<file path="config.mk">
export PLATFORM = sky130hd
export DESIGN_NAME = oddeven_sort_flat
export DESIGN_NICKNAME = d
export VERILOG_FILES = /design/src/rtl/oddeven_sort_pkg.sv /design/src/rtl/oddeven_sort_if.sv /design/src/rtl/oddeven_sort_cmp_swap_cell.sv /design/src/rtl/oddeven_sort.sv /design/src/flat_wrapper.sv
export SDC_FILE = /design/constraint.sdc
export NUM_CORES = 1
export LEC_CHECK = 0
export BUFFER_PORTS_ARGS = -buffer_cell sky130_fd_sc_hd__buf_4
export CELL_PAD_IN_SITES_DETAIL_PLACEMENT = 1
export CELL_PAD_IN_SITES_GLOBAL_PLACEMENT = 1
export CORE_MARGIN = 5
export CORE_UTILIZATION = 44
export CTS_BUF_LIST = sky130_fd_sc_hd__clkbuf_16
export CTS_CLUSTER_SIZE = 8
export DETAILED_ROUTE_END_ITERATION = 6
export PLACE_DENSITY_LB_ADDON = 0.3
export SLEW_MARGIN = 20
export SYNTH_ARGS = -nofsm -noshare
export SYNTH_HDL_FRONTEND = slang
export SYNTH_SLANG_ARGS = --single-unit
</file>
<file path="constraint.sdc">
create_clock -name clk -period 5.3 [get_ports clk]
set_clock_uncertainty 0.1 [all_clocks]
set_input_delay 1.59 -clock clk [delete_from_list [all_inputs] [get_ports clk]]
set_output_delay 1.59 -clock clk [all_outputs]
set_load 0.02 [all_outputs]
</file>
<file path="src/rtl/oddeven_sort_pkg.sv">
// Shared types and the key-compare rule for the odd-even transposition sorter.
package oddeven_sort_pkg;

  typedef enum logic [1:0] {
    IDLE = 2'd0,
    SORT = 2'd1,
    DONE = 2'd2
  } state_e;

  localparam logic EVEN = 1'b0;
  localparam logic ODD  = 1'b1;

  localparam int KEY_MAX_W = 64;

  // Flipping the key MSB maps two's complement onto offset binary, so one
  // unsigned compare serves both modes.
  function automatic logic key_swap(input logic [KEY_MAX_W-1:0] a,
                                    input logic [KEY_MAX_W-1:0] b,
                                    input logic                 sgn,
                                    input logic                 desc,
                                    input logic [5:0]           msb);
    logic [KEY_MAX_W-1:0] flip;
    logic [KEY_MAX_W-1:0] ab;
    logic [KEY_MAX_W-1:0] bb;
    flip      = '0;
    flip[msb] = sgn;
    ab        = a ^ flip;
    bb        = b ^ flip;
    return desc ? (ab < bb) : (ab > bb);
  endfunction

endpackage

</file>
<file path="src/rtl/oddeven_sort_if.sv">
// Host-side bus of the sorter: entry load, control, status and array readback.
interface oddeven_sort_if #(
  parameter int DATA_W = 8,
  parameter int DEPTH  = 7,
  parameter int CNT_W  = $clog2(DEPTH + 1)
);
  logic [DEPTH-1:0]        load_i;
  logic [DEPTH*DATA_W-1:0] writedata_i;
  logic [DEPTH*DATA_W-1:0] readdata_o;
  logic                    start_i;
  logic                    abort_i;
  logic                    descend_i;
  logic                    signed_i;
  logic                    busy_o;
  logic                    done_o;
  logic                    interrupt_o;
  logic [CNT_W-1:0]        phases_o;

  modport slave (
    input  load_i, writedata_i, start_i, abort_i, descend_i, signed_i,
    output readdata_o, busy_o, done_o, interrupt_o, phases_o
  );

  modport master (
    output load_i, writedata_i, start_i, abort_i, descend_i, signed_i,
    input  readdata_o, busy_o, done_o, interrupt_o, phases_o
  );
endinterface

</file>
<file path="src/rtl/oddeven_sort_cmp_swap_cell.sv">
// Combinational compare/exchange of one adjacent pair; lo_o/hi_o are the
// entries destined for the lower/higher index.
module cmp_swap_cell
  import oddeven_sort_pkg::*;
#(
  parameter int DATA_W = 8
) (
  input  logic [DATA_W-1:0] a_i,
  input  logic [DATA_W-1:0] b_i,
  input  logic              sgn_i,
  input  logic              desc_i,
  output logic [DATA_W-1:0] lo_o,
  output logic [DATA_W-1:0] hi_o,
  output logic              swp_o
);

  assign swp_o = key_swap(KEY_MAX_W'(a_i), KEY_MAX_W'(b_i), sgn_i, desc_i,
                          6'(DATA_W - 1));
  assign lo_o  = swp_o ? b_i : a_i;
  assign hi_o  = swp_o ? a_i : b_i;

endmodule

</file>
<file path="src/rtl/oddeven_sort.sv">
// Odd-even transposition sorter: one compare phase per clock over DEPTH keys,
// with mode capture at start, early exit after two swap-free phases, and abort.
module oddeven_sort
  import oddeven_sort_pkg::*;
#(
  parameter int DATA_W = 8,
  parameter int DEPTH  = 7
) (
  input  logic          clk,
  input  logic          rst_n,
  oddeven_sort_if.slave bus
);

  localparam int CNT_W = $clog2(DEPTH + 1);

  typedef logic [DEPTH-1:0][DATA_W-1:0] arr_t;

  state_e           state_q, state_d;
  arr_t             ent_q, ent_d;
  arr_t             ph;
  logic             sgn_q, sgn_d;
  logic             desc_q, desc_d;
  logic             par_q, par_d;
  logic             zrun_q, zrun_d;
  logic             irq_q, irq_d;
  logic [CNT_W-1:0] phases_q, phases_d;
  logic             any_swp;
  logic             last_phase;

  generate
    if (DEPTH > 1) begin : g_net
      logic [DEPTH-2:0][DATA_W-1:0] lo;
      logic [DEPTH-2:0][DATA_W-1:0] hi;
      logic [DEPTH-2:0]             swp;
      logic [DEPTH-2:0]             act;

      for (genvar i = 0; i < DEPTH - 1; i++) begin : g_cell
        cmp_swap_cell #(.DATA_W(DATA_W)) u_cell (
          .a_i    (ent_q[i]),
          .b_i    (ent_q[i+1]),
          .sgn_i  (sgn_q),
          .desc_i (desc_q),
          .lo_o   (lo[i]),
          .hi_o   (hi[i]),
          .swp_o  (swp[i])
        );
        if (i % 2 == 0) begin : g_even
          assign act[i] = (par_q == EVEN);
        end else begin : g_odd
          assign act[i] = (par_q == ODD);
        end
      end

      // Active pairs never overlap within a phase, so sequential overwrite is safe.
      always_comb begin
        ph = ent_q;
        for (int i = 0; i < DEPTH - 1; i++) begin
          if (act[i]) begin
            ph[i]   = lo[i];
            ph[i+1] = hi[i];
          end
        end
      end

      assign any_swp = |(swp & act);
    end else begin : g_single
      assign ph      = ent_q;
      assign any_swp = 1'b0;
    end
  endgenerate

  assign last_phase = (phases_q == CNT_W'(DEPTH - 1));

  always_comb begin
    state_d  = state_q;
    ent_d    = ent_q;
    sgn_d    = sgn_q;
    desc_d   = desc_q;
    par_d    = par_q;
    zrun_d   = zrun_q;
    phases_d = phases_q;
    irq_d    = 1'b0;
    unique case (state_q)
      IDLE, DONE: begin
        for (int k = 0; k < DEPTH; k++) begin
          if (bus.load_i[k]) ent_d[k] = bus.writedata_i[k*DATA_W +: DATA_W];
        end
        if (state_q == DONE && (bus.abort_i || (|bus.load_i))) state_d = IDLE;
        if (bus.start_i && !(state_q == DONE && bus.abort_i)) begin
          // A single entry is trivially sorted, so skip straight to completion.
          state_d  = (DEPTH == 1) ? DONE : SORT;
          irq_d    = (DEPTH == 1);
          phases_d = '0;
          par_d    = EVEN;
          zrun_d   = 1'b0;
          sgn_d    = bus.signed_i;
          desc_d   = bus.descend_i;
        end
      end
      SORT: begin
        if (bus.abort_i) begin
          state_d = IDLE;
        end else begin
          ent_d    = ph;
          phases_d = phases_q + 1'b1;
          par_d    = ~par_q;
          zrun_d   = ~any_swp;
          if (last_phase || (zrun_q && !any_swp)) begin
            state_d = DONE;
            irq_d   = 1'b1;
          end
        end
      end
      default: state_d = IDLE;
    endcase
  end

  always_ff @(posedge clk or negedge rst_n) begin
    if (!rst_n) begin
      state_q  <= IDLE;
      ent_q    <= '0;
      sgn_q    <= 1'b0;
      desc_q   <= 1'b0;
      par_q    <= EVEN;
      zrun_q   <= 1'b0;
      irq_q    <= 1'b0;
      phases_q <= '0;
    end else begin
      state_q  <= state_d;
      ent_q    <= ent_d;
      sgn_q    <= sgn_d;
      desc_q   <= desc_d;
      par_q    <= par_d;
      zrun_q   <= zrun_d;
      irq_q    <= irq_d;
      phases_q <= phases_d;
    end
  end

  assign bus.readdata_o  = ent_q;
  assign bus.busy_o      = (state_q == SORT);
  assign bus.done_o      = (state_q == DONE);
  assign bus.interrupt_o = irq_q;
  assign bus.phases_o    = phases_q;

endmodule

</file>
<file path="src/flat_wrapper.sv">
// flat-port wrapper written by rule: the top's interface ports become plain ports
module oddeven_sort_flat import oddeven_sort_pkg::*;
#(
  parameter int DATA_W = 8,
  parameter int DEPTH  = 7
)
  (clk, rst_n, bus_load_i, bus_writedata_i, bus_start_i, bus_abort_i, bus_descend_i, bus_signed_i, bus_readdata_o, bus_busy_o, bus_done_o, bus_interrupt_o, bus_phases_o);
  oddeven_sort_if #(.DATA_W(DATA_W), .DEPTH(DEPTH)) bus_i ();
  input  logic clk;
  input  logic rst_n;
  input wire logic [$bits(bus_i.load_i)-1:0] bus_load_i;
  input wire logic [$bits(bus_i.writedata_i)-1:0] bus_writedata_i;
  input wire logic [$bits(bus_i.start_i)-1:0] bus_start_i;
  input wire logic [$bits(bus_i.abort_i)-1:0] bus_abort_i;
  input wire logic [$bits(bus_i.descend_i)-1:0] bus_descend_i;
  input wire logic [$bits(bus_i.signed_i)-1:0] bus_signed_i;
  output wire logic [$bits(bus_i.readdata_o)-1:0] bus_readdata_o;
  output wire logic [$bits(bus_i.busy_o)-1:0] bus_busy_o;
  output wire logic [$bits(bus_i.done_o)-1:0] bus_done_o;
  output wire logic [$bits(bus_i.interrupt_o)-1:0] bus_interrupt_o;
  output wire logic [$bits(bus_i.phases_o)-1:0] bus_phases_o;
  assign bus_i.load_i = bus_load_i;
  assign bus_i.writedata_i = bus_writedata_i;
  assign bus_i.start_i = bus_start_i;
  assign bus_i.abort_i = bus_abort_i;
  assign bus_i.descend_i = bus_descend_i;
  assign bus_i.signed_i = bus_signed_i;
  assign bus_readdata_o = bus_i.readdata_o;
  assign bus_busy_o = bus_i.busy_o;
  assign bus_done_o = bus_i.done_o;
  assign bus_interrupt_o = bus_i.interrupt_o;
  assign bus_phases_o = bus_i.phases_o;
  oddeven_sort #(.DATA_W(DATA_W), .DEPTH(DEPTH)) u_core (.clk(clk), .rst_n(rst_n), .bus(bus_i));
endmodule
</file>
Word level (Yosys, flattened, before mapping)
Index checks and enable logic that the tools add are counted.
{"block": "totals", "regBits": 66, "latchBits": 0, "mem_bits_rw": 0, "romBits": 0, "inputBits": 69, "word_cells": 133, "n_memories": 0}
{"block": "classes", "n_addsub": 1, "mul": 0, "n_div": 0, "magnitude_cmp": 12, "eq_ne": 24, "shifts": 0, "muxes": 49, "n_bitwise": 10, "reduce_logical": 23}
{"op": "64-bit > comparator", "count": 5}
{"op": "64-bit < comparator", "count": 5}
{"op": "8-bit two-way mux", "count": 19}
{"op": "56-bit one-hot mux with 2 select lines", "count": 1}
{"op": "16-bit two-way mux", "count": 6}
{"op": "64-bit by 8-bit > comparator with 1-bit output", "count": 1}
{"op": "64-bit by 8-bit < comparator with 1-bit output", "count": 1}
{"op": "56-bit two-way mux", "count": 1}
{"op": "8-bit bitwise XOR", "count": 7}
{"op": "5-bit AND reduction", "count": 7}
{"op": "2-bit inequality test (second input constant)", "count": 9}
{"op": "1-bit two-way mux", "count": 12}
{"op": "3-bit by 1-bit inequality test with 1-bit output (second input constant)", "count": 4}
{"op": "3-bit inequality test (second input constant)", "count": 3}
{"op": "2-bit two-way mux", "count": 4}
{"op": "2-bit by 1-bit inequality test with 1-bit output (second input constant)", "count": 4}
{"op": "7-bit OR reduction", "count": 1}
{"op": "6-bit AND", "count": 1}
{"op": "3-bit two-way mux", "count": 2}
{"op": "3-bit one-hot mux with 2 select lines", "count": 1}
{"op": "6-bit OR reduction", "count": 1}
{"op": "1-bit logical AND", "count": 4}
{"op": "1-bit one-hot mux with 2 select lines", "count": 2}
{"op": "2-bit one-hot mux with 2 select lines", "count": 1}
{"op": "13 further kinds", "count": 17}

Longest topological paths before layout
Gate-level depths: netlist of the first run.
{"block": "logic_depth", "depth_word": 12, "ltp_mapped": 10, "mapped_depth_nobuf": 9}

By module
Synthesis of the first run repeated with hierarchy kept, for this count alone.
{"block": "hier_totals", "cells_unflattened": 597, "hier_area_um2": 6862.8}
{"mod": "oddeven_sort", "n_inst": 1, "cells_each": 303, "area_per_inst_um2": 3905.0}
{"mod": "cmp_swap_cell", "n_inst": 6, "cells_each": 49, "area_per_inst_um2": 493.0}

Worst setup path before layout of the first run
OpenSTA, ideal clock, no wires.
{"block": "synth_timing", "kind": "input port to flip-flop", "start": "input port bus_abort_i", "end": "register u_core.ent_q (netlist bit u_core.bus.readdata_o[23])", "setup_ns": 0.125, "arrival_ns": 3.052, "required_time_ns": 5.075, "setup_slack_ns": 2.023, "cell_stages": 6, "n_path_buf": 0, "path_cell_list": "nor2_1 > nand2_1 > nor3_1 > a2111oi_2 > nor3_2 > mux2_4"}
{"block": "synth_via", "elab_chain_cells": 2}
{"element": "start: declaration", "line_no": "flat_wrapper.sv:14", "rtl": "input wire logic [$bits(bus_i.abort_i)-1:0] bus_abort_i;"}
{"element": "2-bit inequality test (no source line)"}
{"element": "5-bit AND reduction (no source line)"}
{"element": "end signal: assignment", "line_no": "oddeven_sort.sv:130", "rtl": "ent_q <= ent_d;"}
{"element": "end: declaration", "line_no": "oddeven_sort.sv:19", "rtl": "arr_t ent_q, ent_d;"}
No other way between the ends.
A chain may end at the register's enable or synchronous reset.

Final worst setup path of the first run
{"block": "layout_timing", "start": "register u_core.state_q[0]", "end": "register u_core.ent_q (netlist bit u_core.bus.readdata_o[23])"}
{"block": "layout_via", "elab_chain_cells": 4, "word_cells_on_any_way": 11}
{"element": "start: declaration", "line_no": "oddeven_sort.sv:18", "rtl": "state_e state_q, state_d;"}
{"element": "start signal: assignment", "line_no": "oddeven_sort.sv:129", "rtl": "state_q <= state_d;"}
{"element": "2-bit equality test or 2-bit logical NOT (tied branches)", "line_no": "oddeven_sort.sv:83", "rtl": "unique case (state_q)"}
{"element": "2-bit OR reduction", "line_no": "oddeven_sort.sv:83"}
{"element": "2-bit inequality test (no source line) or 2-bit nonzero test (tied branches)"}
{"element": "5-bit AND reduction (no source line)"}
Several ways; a longest one is shown, not always the timed one.

==> results of run 1 <==
-- power by group --
| group | internal, W | switching, W | total (W) |
|---|---|---|---|
| Combinational | 0.00142 | 0.00189 | 0.00331 |
| Clock | 0.000403 | 0.000232 | 0.000635 |
| Sequential | 0.000756 | 0.000466 | 0.00122 |
| Total | 0.00258 | 0.00259 | 0.00517 |
-- cell families (layout without fill, tap and decap cells) --
family	count (synthesis)	in the layout	share of synthesized area, %
AOI/OAI and AO/OA	124	124	15.9
xor gates and xnor gates	7	7	1.54
adders and majority gates	44	44	10.6
buffers and inverters	79	196	6.66
DFF	66	66	31.7
muxes	95	95	18.7
and+or+nand+nor	156	156	14.9
-- routing by layer --
metal,track usage (%),part of all wire [%]
met1,31.4,42
met2,45.5,52
met3,4.11,4.3
met4,8.83,1.9
met5,0,0
-- final cells by class --
class	instances	area, sq um
multi-input cells	426	3210
clock inverters	6	75.1
repair buffers	132	991
clock buffers	9	225
inverters	49	189
fillers	1346	4990
flip-flops and latches	66	1650
well taps	143	179
-- layout by cell type, fill, tap and decap left out, types with 5 or more instances in the layout --
cell type / Yosys / routed
nand2_1: 33 / 33
nor3_1: 8 / 8
inv_1: 47 / 49
clkbuf_16: 0 / 9
nand4_1: 12 / 12
buf_4: 3 / 132
ha_1: 44 / 44
a211oi_1: 6 / 6
o31ai_1: 6 / 6
o21ai_0: 18 / 18
mux2i_1: 82 / 82
a21oi_1: 53 / 53
xnor2_1: 5 / 5
and3_1: 5 / 5
o211ai_1: 9 / 9
a21o_1: 8 / 8
nand3_1: 15 / 15
nor2_1: 55 / 55
mux2_2: 11 / 11
a31oi_1: 8 / 8
dfrtp_1: 66 / 65
-- final timing paths --
path                                        start                         to  depth (start not counted)  slack, ns
worst max-delay path            u_core.state_q[0]  u_core.bus.readdata_o[23]                          7       1.85
worst min-delay path                u_core.zrun_q              u_core.zrun_q                          1       0.44
worst max register to register  u_core.state_q[0]  u_core.bus.readdata_o[23]                          7       1.85
worst min register to register      u_core.zrun_q              u_core.zrun_q                          1       0.44
max in group asynchronous                   rst_n               u_core.par_q                          1       3.23
min in group asynchronous                   rst_n   u_core.bus.readdata_o[7]                          1       1.26
-- through the flow --
| stage | std cells | util [%] | setup slack [ns] | area [sq um] |
|---|---|---|---|---|
| 3_5_place_dp | 816 | 54.1 | 1.59 | 6220 |
| 4_1_cts | 831 | 56.7 | 1.88 | 6530 |
| 2_1_floorplan | 571 | - | 2.02 | 5200 |
| 6_report | 831 | 56.7 | 1.85 | 6530 |
| 3_3_place_gp | 816 | 54.1 | 1.66 | 6220 |
| 5_1_grt | 831 | 56.7 | 1.69 | 6530 |
-- critical path, stage by stage, from the launching register on --
cell      delay (ns)
dfrtp_1         0.52
nand2b_4        0.33
buf_4           0.70
nor2_1          0.22
nand2_1         0.12
mux2i_1         0.15
nor3_2          0.80
mux2_4          0.36
-- flip-flops by register name, summed over array words and instances, names as in the netlist --
| name | flops |
|---|---|
| u_core.bus.phases_o | 3 |
| u_core.bus.readdata_o | 56 |
| u_core.par_q | 1 |
| u_core.desc_q | 1 |
| u_core.bus.interrupt_o | 1 |
| u_core.sgn_q | 1 |
| u_core.state_q | 2 |
| u_core.zrun_q | 1 |
==> flow_summary.toml, run 1 <==
[power_and_ir_drop]
p_leak_nw = 3.19
powerDensity_nw_per_um2 = 792
ir_drop_mv = 0.359
fin_total_pwr_w = 0.00517

[setup_path]
cp-end-kind = "flop"
crit_required_ns = 5.42
start_kind = "flop"
cp_max_fo = 82
worstPathArrival_ns = 3.57
crit_type = "reg2reg"

[synthesis]
synth-seq-cells = 66
async_flop_share_pct = 100
synthTopCellsByCount = "82 x mux2i_1, 66 x dfrtp_1, 55 x nor2_1, 53 x a21oi_1, 47 x inv_1"
netlist_area_sq_um = 5200
yosys.area.top_type = "dfrtp_1"
syn_nets = 684
synth_top_flop_cell = "dfrtp_1"
ys_types = 56
yosysWarnings = 0
syn-mean-instance-area_sq_um = 9.11
synth_top_area_share_pct = 31.7
yosysSeqAreaShare_pct = 31.7
synth_area_leaders = "dfrtp_1 32%, mux2i_1 16%, ha_1 11%, a21oi_1 5.1%, nor2_1 4.0%"
netlist_instances = 571
synth-edff-count = 0
yosysMostFrequentCell = "mux2i_1"

[drt]
drc = 0
routed_wl_microns = 18100
ant_nets = 0
vias_per_cell = 5.92
vias = 4916
drtIter0Drc = 341
routedWlPerCell_microns = 21.8
dr.pass1.iters = 5

[job]
max_cap_violations = 0

[floorplan]
core_sq_um = 11500
die_x_microns = 119
die-area_sq_um = 14100
start_util_pct = 45.2
die_height_microns = 119
ioPinCount = 131
core.rowCount = 39

[clocking]
clk_latency_ns = 0.34
postCtsHoldBufs = 0
cts_inserted_buffers = 9
cts_tree = "built"
cts_buffer_depth = 2
cts_sinks = 66
cts-root-buf = "clkbuf_16"
cts_resized = 0
post_cts_buffers = 0
h-tree-depth = 3
clkTransAtPathRegs_ns = 0.06

[placement]
portBuffers = 130
routabilityCongestion = 0.828
dp_hpwl_microns = 12700

[min_path]
min_path_type = "reg2reg"

[grt]
grt_pass1_vias = 5499
grt_overflow_total = 0
antenna_found_initial = 0
grt_max_degree = 83
grt.total_usage_pct = 25.6
grt_first_pass_wirelength_microns = 29100

[layout]
drive_gt1_share_pct = 25.1
area_growth_pct = 25.4
final_nets = 797
n_antenna_cell = 0

[timing]
setup_viol = 0
min_period_ns = 3.45
worst_pin_slew_ns = 0.956
finalCritPeriodShare_pct = 65.1
tns_ns = 0
fmax_ghz = 0.290
relSlewSlack_pct = 35.9
hold_violations = 0
drv_slew = 0
whs_ns = 0.440
rsz0062_at_grt = "false"

[run_status]
status = "finished, final reports clean"
Note: power is estimated with default switching activity, not from simulation.
==> run 2: changes to the inputs <==
ABC_AREA = 1   (was default)
CORE_UTILIZATION = 35   (was 44)
clock period = 2.93 ns   (was 5.3 ns; I/O delays follow)
==> flow_summary.toml, run 2 <==
[run_status]
status = "finished, final reports clean"

[setup_path]
critPathSlowestCell = "dfrtp_1"
r2r_slack_ns = 0.47
path_delay_family = "simple AND/OR/NAND/NOR gates"
worstPathArrival_ns = 2.60
crit_type = "reg2reg"
cp-end-kind = "flop"
worstPathBufferInverterCount = 2
crit_required_ns = 3.07
cpPeakStageDelay_ns = 0.44
crit_top_cell = "nand2_1"
crit_chain = "inv_1 > ha_1 > inv_1 > nor2_1 > nor2_1 > o21ai_0 > nand2_1 > nand2_1 > nand2_1 > nand3_2 > nand2_2 > o21ai_4 > nand2_4 > nand2_1 > nand2_1"
cp_max_fo = 9
start_kind = "flop"

[grt]
met1_usage_pct = 28.4
grt_first_pass_wirelength_microns = 31300
antenna_found_initial = 0
grt_overflow_total = 0
grt_max_degree = 45
grt.total_usage_pct = 21.9
met2_usage_pct = 37.3
grtUsageMet3_pct = 3.98
gr-max-usage-layer = "met2"
grt_pass1_vias = 6002

[drt]
vias_per_cell = 5.19
routedWlPerCell_microns = 17.5
ant_nets = 0
drc = 0
dr.pass1.iters = 4
routed_wl_microns = 19200
drtIter0Drc = 283
vias = 5684

[synthesis]
syn-mean-instance-area_sq_um = 6.84
syn_nets = 899
synth-seq-cells = 66
yosysMostFrequentCell = "nand2_1"
yosysSeqAreaShare_pct = 30.7
synth_top_flop_cell = "dfrtp_1"
synthTopCellsByCount = "230 x nand2_1, 102 x o21ai_0, 78 x nor2_1, 69 x inv_1, 66 x dfrtp_1"
netlist_instances = 786
synth_area_leaders = "dfrtp_1 31%, nand2_1 16%, ha_1 10%, o21ai_0 9.5%, nor2_1 5.4%"
async_flop_share_pct = 100
yosys.area.top_type = "dfrtp_1"
synth-edff-count = 0
ys_types = 35
yosysWarnings = 0
synth_top_area_share_pct = 30.7
netlist_area_sq_um = 5380

[layout]
final_nets = 1016
drive_gt1_share_pct = 23.5
final_common_cell = "nand2_1"
largest_register_ffs = 56
n_antenna_cell = 0
area_growth_pct = 25.1
final_cell_mix = "230 x nand2_1, 137 x buf_4, 102 x o21ai_0"
nFillCells = 2009

[floorplan]
core.rowCount = 45
ioPinCount = 131
die_x_microns = 134
die_height_microns = 134
core_sq_um = 15100
start_util_pct = 35.5
die-area_sq_um = 17900

[clocking]
cts_buffer_depth = 2
post_cts_buffers = 0
cts-root-buf = "clkbuf_16"
cts_resized = 0
cts_inserted_buffers = 9
cts_tree = "built"
postCtsHoldBufs = 0
h-tree-depth = 3
clkTransAtPathRegs_ns = 0.06
cts_sinks = 66
clk_latency_ns = 0.35

[placement]
dp_hpwl_microns = 14700
dp_slack_ns = 0.502
portBuffers = 130
routabilityCongestion = 0.809

[power_and_ir_drop]
ir_drop_mv = 0.465
p_leak_nw = 3.55
powerDensity_nw_per_um2 = 1200

[timing]
hold_violations = 0
finalCritPeriodShare_pct = 84.0
rsz0062_at_grt = "false"
setup_viol = 0
fmax_ghz = 0.406
relSlewSlack_pct = 64.5
worst_pin_slew_ns = 0.532
min_period_ns = 2.46
postLayoutSetupSlackWorst_ns = 0.469
tns_ns = 0
drv_slew = 0

[min_path]
min_path_type = "in2async"

[job]
max_cap_violations = 0
[run 2: area by class of cell]
type / instances / area [sq um] / share of cell area (%)
multi-input combinational: 608 / 3240 / 48.1
sequential: 66 / 1650 / 24.5
tap: 188 / 235 / 3.50
timing repair buffer: 138 / 1050 / 15.6
inverter: 80 / 303 / 4.50
clock inverter: 6 / 28.8 / 0.428
clock buffer: 9 / 225 / 3.35
[run 2: per-layer routing]
| layer | up-vias | routed length, microns |
|---|---|---|
| met3 | 23 | 908 |
| met4 | 0 | 284 |
| met1 | 2754 | 8790 |
| met2 | 122 | 9180 |
| met5 | - | 0 |
| li1 | 2785 | - |
[run 2: cell families after synthesis]
kind of cell,synth area share (%)
AND/OR/NAND/NOR,31.9
adder cells (fa/ha/maj),10.2
AO/OA/AOI/OAI,18.1
flip-flops,30.7
buffers and inverters,9.14
[run 2: final timing paths]
| path | start | end | cells after the start |
|---|---|---|---|
| worst max-delay path | u_core.bus.readdata_o[41] | u_core.bus.readdata_o[41] | 15 |
| worst min-delay path | rst_n | u_core.bus.readdata_o[17] | 1 |
| worst max register to register | u_core.bus.readdata_o[41] | u_core.bus.readdata_o[41] | 15 |
| worst min register to register | u_core.zrun_q | u_core.zrun_q | 2 |
| max in group asynchronous | rst_n | u_core.bus.readdata_o[55] | 2 |
| min in group clk | u_core.zrun_q | u_core.zrun_q | 2 |
[run 2: worst reg2reg max path: stages, from the launching register on]
cell and delay (ns):
dfrtp_1 0.44, inv_1 0.09, ha_1 0.30, inv_1 0.04, nor2_1 0.08, nor2_1 0.05
o21ai_0 0.28, nand2_1 0.12, nand2_1 0.08, nand2_1 0.06, nand3_2 0.09, nand2_2 0.10
o21ai_4 0.28, nand2_4 0.13, nand2_1 0.09, nand2_1 0.05
[run 2: per-stage QoR]
step	instances	cell area (sq um)	utilization, %	total power, W	hold slack (ns)
floorplan	786	5380	-	0.00533	0.353
global placement	1080	6470	42.7	0.00695	0.397
detailed placement	1080	6470	42.7	0.00712	0.405
CTS	1095	6730	44.4	0.00815	0.410
global route	1095	6730	44.4	0.00886	0.440
finish	1095	6730	44.4	0.00806	0.397
[run 2: where the power goes]
| part | internal, W | switching [W] |
|---|---|---|
| clock network | 0.000556 | 0.000438 |
| logic | 0.00187 | 0.00314 |
| registers | 0.00132 | 0.000736 |
| total | 0.00374 | 0.00431 |
==> run 3: changes to the inputs <==
CORE_UTILIZATION = 38   (was 35)
clock period = 2.5 ns   (was 2.93 ns; I/O delays follow)
==> flow_summary.toml, run 3 (synthesized netlist as in run 2, its figures left out) <==
[power_and_ir_drop]
p_leak_nw = 3.63
powerDensity_nw_per_um2 = 1430
ir_drop_mv = 0.527

[clocking]
cts_buffer_depth = 2
clkTransAtPathRegs_ns = 0.06
cts_inserted_buffers = 9
cts_tree = "built"
h-tree-depth = 3
clk_latency_ns = 0.34
postCtsHoldBufs = 0
cts_sinks = 66
cts-root-buf = "clkbuf_16"

[timing]
relSlewSlack_pct = 70.4
rsz0062_at_grt = "false"
worst_pin_slew_ns = 0.444
drv_slew = 0
tns_ns = 0
hold_violations = 0
min_period_ns = 2.34
setup_viol = 0
fmax_ghz = 0.427
finalCritPeriodShare_pct = 93.7

[setup_path]
cp-end-kind = "flop"
cp_max_fo = 9
reg2reg_depth = 15
worstPathArrival_ns = 2.46
crit_type = "reg2reg"
crit_required_ns = 2.62
start_kind = "flop"

[drt]
vias = 5749
ant_nets = 0
dr.pass1.iters = 4
routed_wl_microns = 19600
drc = 0
drtIter0Drc = 293
vias_per_cell = 5.23
routedWlPerCell_microns = 17.8

[floorplan]
die_x_microns = 129
core.rowCount = 43
ioPinCount = 131
die-area_sq_um = 16600
die_height_microns = 129
core_sq_um = 13900
start_util_pct = 38.8

[layout]
seqCellArea_sq_um = 1660
drive_gt1_share_pct = 25.2
multi_input_area_sq_um = 3270
final_cell_mix = "230 x nand2_1, 144 x buf_4, 100 x o21ai_0"
n_antenna_cell = 0
largest_register_ffs = 56
final_nets = 1027
area_growth_pct = 28.4
nFillCells = 1850
final_core_util_pct = 49.7
final_common_cell = "nand2_1"

[run_status]
status = "finished, final reports clean"

[placement]
dp_hpwl_microns = 14800
routabilityCongestion = 0.818
portBuffers = 130

[min_path]
min_path_type = "in2async"

[grt]
grt_overflow_total = 0
grt_pass1_vias = 6132
grt_first_pass_wirelength_microns = 31900
antenna_found_initial = 0
grt.total_usage_pct = 24.1
grt_max_degree = 43

[job]
max_cap_violations = 0
==> run 3: final timing paths <==
kind,from,to,slack [ns]
min reg2reg,u_core.bus.phases_o[2],u_core.bus.phases_o[2],0.40
max,u_core.bus.readdata_o[17],u_core.bus.readdata_o[21],0.16
max in group asynchronous,rst_n,u_core.bus.readdata_o[41],1.49
min,rst_n,u_core.bus.readdata_o[3],0.22
min in group clk,u_core.bus.phases_o[2],u_core.bus.phases_o[2],0.40
max reg2reg,u_core.bus.readdata_o[17],u_core.bus.readdata_o[21],0.16
==> run 3: routing by layer <==
metal | vias up | track usage [%] | part of all wire, %
met5 | - | 0 | 0
met4 | 0 | 7.72 | 2.0
met3 | 31 | 4.28 | 5.7
met2 | 151 | 41.2 | 49
met1 | 2743 | 31.0 | 44
li1 | 2824 | - | -
==> run 3: area by class of cell <==
| type | instances | share of cell area (%) |
|---|---|---|
| clock inverters | 7 | 0.779 |
| clock buffers | 9 | 3.26 |
| well taps | 180 | 3.26 |
| multi-input cells | 609 | 47.4 |
| flip-flops and latches | 66 | 24.0 |
| repair buffers | 148 | 16.8 |
| inverters | 80 | 4.42 |
==> run 3: report_power, final <==
part / total (W) / internal [W] / switching (W)
clock: 0.00126 / 0.000754 / 0.000504
sequential: 0.00239 / 0.00156 / 0.000830
combinational: 0.00622 / 0.00234 / 0.00388
total: 0.00987 / 0.00466 / 0.00521
==> run 3: timing repair <==
action	in CTS	in global routing
gates resized for setup	0	16
buffers inserted	0	1
setup endpoints to repair	0	40
==> run 3: critical path: stages, from the launching register on <==
cell	delay, ns
dfrtp_1	0.40
buf_4	0.16
ha_1	0.29
inv_1	0.04
o21bai_1	0.13
nand2_1	0.07
nand2_1	0.11
nand2_1	0.08
nand2_1	0.07
nand2_1	0.07
nand4_1	0.11
o211ai_2	0.11
inv_2	0.17
nand2_2	0.15
nand2_1	0.09
nand2_1	0.06
==> run 3: metrics by stage <==
stage	hold WS, ns	total power, W	cells	setup slack, ns	instance area, sq um
5_1_grt	0.249	0.0108	1099	0.0226	6910
3_5_place_dp	0.392	0.00847	1081	0.0859	6560
2_1_floorplan	0.353	0.00625	786	0.417	5380
4_1_cts	0.230	0.00981	1097	0.0315	6840
3_3_place_gp	0.379	0.00825	1081	0.117	6560
6_report	0.221	0.00987	1099	0.158	6910
